--- config.mk ---
export PLATFORM = sky130hd
export DESIGN_NAME = conv_frame_ctrl_flat
export DESIGN_NICKNAME = d
export VERILOG_FILES = /design/src/rtl/conv_frame_ctrl_if.sv /design/src/rtl/conv_frame_ctrl.sv /design/src/flat_wrapper.sv
export SDC_FILE = /design/constraint.sdc
export NUM_CORES = 1
export LEC_CHECK = 0
export ABC_AREA = 1
export BUFFER_PORTS_ARGS = -buffer_cell sky130_fd_sc_hd__buf_2
export CORE_UTILIZATION = 50
export CTS_BUF_LIST = sky130_fd_sc_hd__clkbuf_4 sky130_fd_sc_hd__clkbuf_8
export CTS_CLUSTER_DIAMETER = 50
export DETAILED_ROUTE_END_ITERATION = 6
export HOLD_SLACK_MARGIN = 0.03
export PLACE_DENSITY = 0.78
export RECOVER_POWER = 50
export SETUP_SLACK_MARGIN = 0.15
export SLEW_MARGIN = 20
export SYNTH_ARGS = -nofsm -noshare
export SYNTH_HDL_FRONTEND = slang
export SYNTH_SLANG_ARGS = --single-unit
--- constraint.sdc ---
create_clock -name clk -period 3.24 [get_ports clk]
set_clock_uncertainty 0.2 [all_clocks]
set_input_delay 0 -clock clk [delete_from_list [all_inputs] [get_ports clk]]
set_output_delay 0 -clock clk [all_outputs]
set_load 0.01 [all_outputs]
--- src/rtl/conv_frame_ctrl_if.sv ---
// conv_frame_ctrl_if: control, pixel handshake and command bus of the 5x5 convolution frame sequencer.
// Signal suffixes are from the sequencer's point of view.
interface conv_frame_ctrl_if #(
    parameter int WW = 13,
    parameter int HW = 13,
    parameter int KW = 8
);
    logic          start_i;
    logic [WW-1:0] cfg_w_i;
    logic [HW-1:0] cfg_h_i;
    logic          busy_o;
    logic          done_o;
    logic          err_o;
    logic          in_vld_i;
    logic          in_rdy_o;
    logic          cmd_vld_o;
    logic          cmd_rdy_i;
    logic          cmd_push_o;
    logic          cmd_ctr_vld_o;
    logic [KW-1:0] cmd_pos_o;
    logic          cmd_last_o;

    modport slave (
        input  start_i, cfg_w_i, cfg_h_i, in_vld_i, cmd_rdy_i,
        output busy_o, done_o, err_o, in_rdy_o, cmd_vld_o, cmd_push_o, cmd_ctr_vld_o, cmd_pos_o, cmd_last_o
    );

    modport master (
        output start_i, cfg_w_i, cfg_h_i, in_vld_i, cmd_rdy_i,
        input  busy_o, done_o, err_o, in_rdy_o, cmd_vld_o, cmd_push_o, cmd_ctr_vld_o, cmd_pos_o, cmd_last_o
    );
endinterface

--- src/rtl/conv_frame_ctrl.sv ---
// conv_frame_ctrl: raster frame sequencer issuing push/flush window commands with centre position flags.
// The window centre trails the newest pixel by L = 2*W+2 beats; the flush phase drains those L beats.
module conv_frame_ctrl #(
    parameter int IMAGE_MAX_W = 4096,
    parameter int IMAGE_MAX_H = 4096
) (
    input  logic             clk,
    input  logic             rst,
    conv_frame_ctrl_if.slave bus
);
    localparam int WW = $clog2(IMAGE_MAX_W + 1);
    localparam int HW = $clog2(IMAGE_MAX_H + 1);
    localparam int LW = WW + 1;

    typedef enum logic [1:0] {IDLE, FEED, FLUSH, DONE} state_t;

    state_t        state_q, state_d;
    logic [WW-1:0] w_q, w_d, px_q, px_d, cx_q, cx_d;
    logic [HW-1:0] h_q, h_d, py_q, py_d, cy_q, cy_d;
    logic [LW-1:0] lag_q, lag_d, lag_len;
    logic          done_q, err_q;
    logic          busy, cmd_vld, beat, ctr_vld, last, legal, px_wrap, cx_wrap;
    logic [7:0]    pos;

    assign legal   = (bus.cfg_w_i != '0) && (bus.cfg_w_i <= WW'(IMAGE_MAX_W)) &&
                     (bus.cfg_h_i != '0) && (bus.cfg_h_i <= HW'(IMAGE_MAX_H));
    assign busy    = (state_q == FEED) || (state_q == FLUSH);
    assign cmd_vld = (state_q == FEED) ? bus.in_vld_i : (state_q == FLUSH);
    assign beat    = cmd_vld && bus.cmd_rdy_i;
    assign lag_len = {w_q, 1'b0} + LW'(2);
    assign ctr_vld = busy && (lag_q == lag_len);
    assign px_wrap = px_q == w_q - WW'(1);
    assign cx_wrap = cx_q == w_q - WW'(1);
    assign last    = ctr_vld && cx_wrap && (cy_q == h_q - HW'(1));

    // Bit order {w2,w1,e2,e1,n2,n1,s2,s1}; widened compares keep cx+2 from wrapping at max width.
    assign pos = {cx_q < WW'(2), cx_q < WW'(1),
                  LW'(cx_q) + LW'(2) >= LW'(w_q), LW'(cx_q) + LW'(1) >= LW'(w_q),
                  cy_q < HW'(2), cy_q < HW'(1),
                  (HW+1)'(cy_q) + (HW+1)'(2) >= (HW+1)'(h_q), (HW+1)'(cy_q) + (HW+1)'(1) >= (HW+1)'(h_q)};

    always_comb begin
        state_d = state_q;
        w_d     = w_q;
        h_d     = h_q;
        px_d    = px_q;
        py_d    = py_q;
        cx_d    = cx_q;
        cy_d    = cy_q;
        lag_d   = lag_q;
        case (state_q)
            IDLE: if (bus.start_i && legal) begin
                state_d = FEED;
                w_d     = bus.cfg_w_i;
                h_d     = bus.cfg_h_i;
                px_d    = '0;
                py_d    = '0;
                cx_d    = '0;
                cy_d    = '0;
                lag_d   = '0;
            end
            FEED: if (beat) begin
                px_d = px_wrap ? '0 : px_q + WW'(1);
                py_d = px_wrap ? py_q + HW'(1) : py_q;
                if (px_wrap && (py_q == h_q - HW'(1))) state_d = FLUSH;
            end
            FLUSH: if (beat && last) state_d = DONE;
            default: state_d = IDLE;
        endcase
        if (beat && !ctr_vld) lag_d = lag_q + LW'(1);
        if (beat && ctr_vld) begin
            cx_d = cx_wrap ? '0 : cx_q + WW'(1);
            cy_d = cx_wrap ? cy_q + HW'(1) : cy_q;
        end
    end

    always_ff @(posedge clk) begin
        if (rst) begin
            state_q <= IDLE;
            w_q     <= '0;
            h_q     <= '0;
            px_q    <= '0;
            py_q    <= '0;
            cx_q    <= '0;
            cy_q    <= '0;
            lag_q   <= '0;
            done_q  <= 1'b0;
            err_q   <= 1'b0;
        end else begin
            state_q <= state_d;
            w_q     <= w_d;
            h_q     <= h_d;
            px_q    <= px_d;
            py_q    <= py_d;
            cx_q    <= cx_d;
            cy_q    <= cy_d;
            lag_q   <= lag_d;
            done_q  <= state_d == DONE;
            err_q   <= (state_q == IDLE) && bus.start_i && !legal;
        end
    end

    assign bus.busy_o        = busy;
    assign bus.done_o        = done_q;
    assign bus.err_o         = err_q;
    assign bus.in_rdy_o      = (state_q == FEED) && bus.cmd_rdy_i;
    assign bus.cmd_vld_o     = cmd_vld;
    assign bus.cmd_push_o    = state_q == FEED;
    assign bus.cmd_ctr_vld_o = ctr_vld;
    assign bus.cmd_pos_o     = ctr_vld ? pos : 8'h00;
    assign bus.cmd_last_o    = last;
endmodule

--- src/flat_wrapper.sv ---
// flat-port wrapper written by rule: the top's interface ports become plain ports
module conv_frame_ctrl_flat 
#(
    parameter int IMAGE_MAX_W = 4096,
    parameter int IMAGE_MAX_H = 4096
)
  (clk, rst, bus_start_i, bus_cfg_w_i, bus_cfg_h_i, bus_in_vld_i, bus_cmd_rdy_i, bus_busy_o, bus_done_o, bus_err_o, bus_in_rdy_o, bus_cmd_vld_o, bus_cmd_push_o, bus_cmd_ctr_vld_o, bus_cmd_pos_o, bus_cmd_last_o);
  conv_frame_ctrl_if bus_i ();
  input  logic clk;
  input  logic rst;
  input wire logic [$bits(bus_i.start_i)-1:0] bus_start_i;
  input wire logic [$bits(bus_i.cfg_w_i)-1:0] bus_cfg_w_i;
  input wire logic [$bits(bus_i.cfg_h_i)-1:0] bus_cfg_h_i;
  input wire logic [$bits(bus_i.in_vld_i)-1:0] bus_in_vld_i;
  input wire logic [$bits(bus_i.cmd_rdy_i)-1:0] bus_cmd_rdy_i;
  output wire logic [$bits(bus_i.busy_o)-1:0] bus_busy_o;
  output wire logic [$bits(bus_i.done_o)-1:0] bus_done_o;
  output wire logic [$bits(bus_i.err_o)-1:0] bus_err_o;
  output wire logic [$bits(bus_i.in_rdy_o)-1:0] bus_in_rdy_o;
  output wire logic [$bits(bus_i.cmd_vld_o)-1:0] bus_cmd_vld_o;
  output wire logic [$bits(bus_i.cmd_push_o)-1:0] bus_cmd_push_o;
  output wire logic [$bits(bus_i.cmd_ctr_vld_o)-1:0] bus_cmd_ctr_vld_o;
  output wire logic [$bits(bus_i.cmd_pos_o)-1:0] bus_cmd_pos_o;
  output wire logic [$bits(bus_i.cmd_last_o)-1:0] bus_cmd_last_o;
  assign bus_i.start_i = bus_start_i;
  assign bus_i.cfg_w_i = bus_cfg_w_i;
  assign bus_i.cfg_h_i = bus_cfg_h_i;
  assign bus_i.in_vld_i = bus_in_vld_i;
  assign bus_i.cmd_rdy_i = bus_cmd_rdy_i;
  assign bus_busy_o = bus_i.busy_o;
  assign bus_done_o = bus_i.done_o;
  assign bus_err_o = bus_i.err_o;
  assign bus_in_rdy_o = bus_i.in_rdy_o;
  assign bus_cmd_vld_o = bus_i.cmd_vld_o;
  assign bus_cmd_push_o = bus_i.cmd_push_o;
  assign bus_cmd_ctr_vld_o = bus_i.cmd_ctr_vld_o;
  assign bus_cmd_pos_o = bus_i.cmd_pos_o;
  assign bus_cmd_last_o = bus_i.cmd_last_o;
  conv_frame_ctrl #(.IMAGE_MAX_W(IMAGE_MAX_W), .IMAGE_MAX_H(IMAGE_MAX_H)) u_core (.clk(clk), .rst(rst), .bus(bus_i));
endmodule
# [After elaboration in Yosys (flattened, before gate mapping)]
# Index checks and enable logic that the tools add are counted.
# Widths: inputs -> output; s select.
[word_totals] out_inout_bits=16 latch_bits=0 elab_cells=98 inputBits=31 romBits=0 ramBits=0 n_memories=0 reg_bits=96
[op_classes] div=0 bitwise_logic=0 magnitude_cmp=10 n_eq_ne=12 mul=0 add_sub_neg=12 n_shift=0 mux=22 n_reduce_logical=32
[ops] cell="$mux 13" n=10
[ops] cell="$ge 14x13->1" n=4
[ops] cell="$add 13x1->13 const B" n=4
[ops] cell="$eq 13x13->1" n=4
[ops] cell="$pmux 13 s2" n=2
[ops] cell="$mux 14" n=3
[ops] cell="$add 13x1->14 const B" n=2
[ops] cell="$add 13x2->14 const B" n=2
[ops] cell="$le 13x13->1 const B" n=2
[ops] cell="$lt 13x1->1 const B" n=2
[ops] cell="$lt 13x2->1 const B" n=2
[ops] cell="$reduce_bool 13->1" n=2
[ops] cell="$sub 13x1->13 const B" n=2
[ops] cell="$logic_and 1x1->1" n=15
[ops] cell="$add 14x1->14 const B" n=1
[ops] cell="$add 14x2->14 const B" n=1
[ops] cell="$eq 14x14->1" n=1
[ops] cell="$reduce_bool 2->1" n=5
[ops] cell="$mux 2" n=4
[ops] cell="$mux 8" n=1
[ops] cell="$ne 2x1->1 const B" n=4
[ops] cell="$pmux 2 s3" n=1
[ops] cell="$reduce_and 2->1" n=3
[ops] cell="$reduce_and 3->1" n=2
[ops] cell="7 further kinds" n=9

# [Depth between registers and ports, before layout]
[logic_depth] word_depth=9 ltp_mapped=20 mapped_depth_nobuf=19

# [Least setup slack after synthesis]
# Ideal clock, no wire load.
[synth_timing] path_type="register to output" from="register u_core.cx_q[2]" to="output port bus_cmd_pos_o[4]" stages_incl_launch_ff=19 t_arrival_ns=2.432 required_ns=3.040 path_buffers=0 path_slack_ns=0.608 cell_sequence="dfxtp_1 -> ha_1 -> nand2_1 -> nor2_1 -> nand3_1 -> xor2_1 -> nand2_1 -> o21ai_0 -> ha_1 -> nand2_1 -> nor3_1 -> a31oi_1 -> nand2_1 -> a21oi_1 -> nor2_1 -> o21bai_1 -> nand2_1 -> nand2_1 -> a31oi_1"
[synth_via] elab_chain_cells=3
[synth_rtl] element="from (decl)" line="conv_frame_ctrl.sv:18" rtl="logic [WW-1:0] w_q, w_d, px_q, px_d, cx_q, cx_d;"
[synth_rtl] element="from (signal assigned)" line="conv_frame_ctrl.sv:84" rtl="cx_q <= '0;"
[synth_rtl] element="from (signal assigned)" line="conv_frame_ctrl.sv:95" rtl="cx_q <= cx_d;"
[synth_rtl] element="$add 13x1->14" line="conv_frame_ctrl.sv:38" rtl="LW'(cx_q) + LW'(2) >= LW'(w_q), LW'(cx_q) + LW'(1) >= LW'(w_q),"
[synth_rtl] element="$ge 14x13->1" line="conv_frame_ctrl.sv:38"
[synth_rtl] element="$mux 8" line="conv_frame_ctrl.sv:110" rtl="assign bus.cmd_pos_o = ctr_vld ? pos : 8'h00;"
[synth_rtl] element="to (decl)" line="flat_wrapper.sv:23" rtl="output wire logic [$bits(bus_i.cmd_pos_o)-1:0] bus_cmd_pos_o;"
# Every way passes these cells.

# [Final worst setup path]
[layout_timing] from="register u_core.cx_q[1]" to="output port bus_cmd_pos_o[5]"
[layout_via] elab_chain_cells=3
[layout_rtl] element="$add 13x2->14" line="conv_frame_ctrl.sv:38"
[layout_rtl] element="$ge 14x13->1" line="conv_frame_ctrl.sv:38"
[layout_rtl] element="$mux 8" line="conv_frame_ctrl.sv:110"
# Every way passes these cells.

==> flow_metrics.env <==
export IMPL_clkPwrFrac=0.345
export IMPL_period_share=0.950
export IMPL_synth_seq_cells=96
export IMPL_rsz0062_at_grt="true"
export IMPL_synthAdderAreaFrac=0.102
export IMPL_max_cap_violations=0
export IMPL_overflow=0
export IMPL_synth_top_area_cell="dfxtp_1"
export IMPL_rows=47
export IMPL_io_buffer_count=46
export IMPL_place_area_um2=8850
export IMPL_ant_nets=0
export IMPL_final_setup_viol_count=0
export IMPL_clock_latency_ps=390
export IMPL_yosysWarnings=0
export IMPL_gp_congestion=0.984
export IMPL_post_drt_wl_per_cell_um=15.5
export IMPL_tightestPinTransition_ps=626
export IMPL_synth_area_top_cells="dfxtp_1 (23%), nand2_1 (17%), ha_1 (10%)"
export IMPL_yosysUniqueCellTypes=36
export IMPL_synth_compound_area_frac=0.109
export IMPL_diodes=0
export IMPL_fin_setup_tns_ps=0
export IMPL_yosysTopAreaCellShare=0.227
export IMPL_p_int_uw=2090
export IMPL_fin_ws_ps=162
export IMPL_drt_iter0_drc=1090
export IMPL_antenna_found_initial=0
export IMPL_p_leak_uw=0.00444
export IMPL_min_to="u_core.px_q[0]$_SDFFE_PP0P_"
export IMPL_ctsHtreeMaxLevel=3
export IMPL_min_period_ps=3080
export IMPL_r2r_slack_ps=330
export IMPL_initial_core_util=0.511
export IMPL_worstSetupPathType="reg2out"
export IMPL_dp_hpwl_um=18300
export IMPL_finish_utilization=0.601
export IMPL_regArea_um2=1960
export IMPL_pwr_share_comb=0.257
export IMPL_grt_pass1_vias=8298
export IMPL_worstPathArrival_ps=2880
export IMPL_vias_per_cell=5.57
export IMPL_netlist_area_um2=8470
export IMPL_reg2regPathDepth=17
export IMPL_hold_path_class="in2reg"
export IMPL_clock_path_buffers=2
export IMPL_synthToLayoutAreaGrowth_pct=17.6
export IMPL_grt_max_degree=50
export IMPL_coreArea_um2=16600
export IMPL_synthXorXnorAreaFrac=0.0829
export IMPL_grt_total_usage=0.288
export IMPL_hold_viol=0
export IMPL_required_ps=3040
export IMPL_crit_fanout=3
export IMPL_hold_start="bus_in_vld_i"
export IMPL_switchingPower_uw=1020
export IMPL_final_fill_count=1525
export IMPL_wirelength_um=25900
export IMPL_drc=0
export IMPL_r2r_start="u_core.w_q[1]$_SDFFE_PP0P_"
export IMPL_syn_num_nets=1471
export IMPL_seq_power_share=0.398
export IMPL_max_freq_mhz=325
export IMPL_die_area_um2=17500
export IMPL_dp_cells=1606
export IMPL_outcome="complete, no violations"
export IMPL_peakVddDrop_uv=193
export IMPL_cp_end_kind="output port"
export IMPL_slew_viol_final=0
export IMPL_die_h_um=132
export IMPL_instances_no_fill=1667
export IMPL_switching_share=0.327
export IMPL_synth_simple_area_share=0.380
export IMPL_numCtsBuffers=9
export IMPL_multi_input_area_um2=6090
export IMPL_netlist_instances=1371
export IMPL_drive_above_1_share=0.122
export IMPL_via_count=9287
export IMPL_nets=1543
export IMPL_grt_pass1_wl_um=40400
export IMPL_clk_pin_slew_worst_paths_ps=100
export IMPL_cts_tree="yes"
export IMPL_syn_area_per_cell_um2=6.18
export IMPL_synth_top_family_by_area="simple AND/OR/NAND/NOR gates"
export IMPL_clkSinkCount=96
export IMPL_power_density_nw_per_um2=313
export IMPL_startpoint_type="flop"
export IMPL_slew_headroom=0.582
export IMPL_first_pass_iters=7
export IMPL_synthMuxAreaShare=0
export IMPL_final_area_um2=9960
export IMPL_place_ws_ps=283
export IMPL_r2r_end="u_core.py_q[12]$_SDFFE_PP0P_"
export IMPL_num_io_pins=47
export IMPL_hold_depth=6
export IMPL_synth_yosys_seq_area_share=0.227
export IMPL_cts_root_buf="clkbuf_8"
export IMPL_dieWidth_um=132
## layer usage
metal | track usage | share of wire | wire [um] | vias up
li1 | - | - | - | 4575
met1 | 0.390 | 0.44 | 11300 | 4211
met2 | 0.449 | 0.44 | 11400 | 434
met3 | 0.0604 | 0.097 | 2500 | 67
met4 | 0.110 | 0.027 | 689 | 0
met5 | 0 | 0 | 0 | -
## kinds of logic (layout without fill, tap and decap cells)
group,count (synthesis),after routing
XOR/XNOR,77,77
adder cells (fa/ha/maj),69,69
AO/OA/AOI/OAI,176,176
AND/OR/NAND/NOR,751,751
flip-flops,96,96
buffers and inverters,202,278
## power by group through the flow
stage	Combinational [uW]	Sequential (uW)	Clock, uW
2_1_floorplan	548	1250	0
3_3_place_gp	697	1270	0
3_5_place_dp	704	1270	0
4_1_cts	746	1240	1090
5_1_grt	895	1240	1140
6_report	802	1240	1070
## worst max-delay path, stage by stage (launching register included)
cell and delay [ps]:
dfxtp_2 350, ha_4 170, nand2_4 70, nor2_4 40, buf_6 110, buf_6 120, xor2_2 140, ha_1 320
nand2_2 80, nor2_2 140, o21ai_1 90, o211ai_1 80, nand3_1 110, nand2_1 110, a31oi_1 100, o21ai_1 160
a21oi_1 80, nor2_1 80, buf_2 130
## placed cells by master (no fill, tap or decap), types with 18 or more instances in the layout
master	instances
xor2_1	58
dlygate4sd3_1	35
buf_2	39
nand4_1	18
nor3_1	25
a21oi_1	99
o21ai_0	44
nand3_1	129
inv_1	141
buf_4	25
ha_1	59
nand2_1	366
dfxtp_1	78
nor2_1	147
## area by class of cell
cell class / instances / area share
Inverter: 152 / 0.0573
Clock inverter: 5 / 0.0129
Clock buffer: 10 / 0.0138
Tap cell: 220 / 0.0276
Timing Repair Buffer: 111 / 0.0806
Sequential cell: 96 / 0.197
Multi-Input combinational cell: 1073 / 0.611
## flip-flops by register name (all words and copies together), names as in the netlist
register,count
u_core.state_q,2
u_core.cx_q,13
u_core.lag_q,14
u_core.h_q,13
u_core.py_q,13
u_core.w_q,13
u_core.cy_q,13
u_core.bus.err_o,1
u_core.px_q,13
u_core.bus.done_o,1
## Yosys cell counts
cell	number
nand3_2	1
nor2_4	5
xnor3_1	2
buf_4	4
clkinv_1	2
nor3b_1	5
a21boi_0	1
buf_2	5
o21ai_0	54
nor4_1	12
a221oi_1	1
o21ai_1	3
xnor2_1	13
nand2_1	373
a21oi_1	100
dfxtp_1	96
nor2_2	6
inv_1	144
or2_2	4
inv_2	6
nand3b_1	6
nand4_1	18
nor3_1	28
a21o_1	3
a31oi_1	7
nor2_1	157
ha_1	69
o21bai_1	1
buf_6	8
xor2_1	62
o21a_1	1
clkbuf_1	33
nand4_2	1
nand3_1	131
nand2_2	4
o211ai_1	5
## what timing repair did
action,in CTS,in global routing
endpoints found under the hold margin,37,0
pin swaps,7,30
gates resized for setup,26,87
setup buffers,6,5
gates cloned,0,0
hold buffers,35,0
endpoints found under the setup margin,5,28
## worst max path at each step
| stage | to | slack [ps] | startpoint | cells after the start |
|---|---|---|---|---|
| 3_3_place_gp | bus_cmd_pos_o[0] | 360 | u_core.cy_q[2]$_SDFFE_PP0P_ | 18 |
| 2_1_floorplan | bus_cmd_pos_o[4] | 610 | u_core.cx_q[2]$_SDFFE_PP0P_ | 18 |
| 3_5_place_dp | bus_cmd_pos_o[0] | 280 | u_core.cy_q[2]$_SDFFE_PP0P_ | 18 |
| 4_1_cts | bus_cmd_pos_o[0] | 130 | u_core.cy_q[3]$_SDFFE_PP0P_ | 17 |
| 5_1_grt | bus_cmd_pos_o[5] | -30 | u_core.cx_q[2]$_SDFFE_PP0P_ | 18 |
| 6_report | bus_cmd_pos_o[5] | 160 | u_core.cx_q[1]$_SDFFE_PP0P_ | 18 |
## per-stage QoR
stage	hold WS, ps	power [uW]
2_1_floorplan	-94.8	1800
3_3_place_gp	95.1	1960
3_5_place_dp	99.5	1970
4_1_cts	43.8	3070
5_1_grt	114	3270
6_report	76.1	3110
Power figures use the tool's default switching activity.
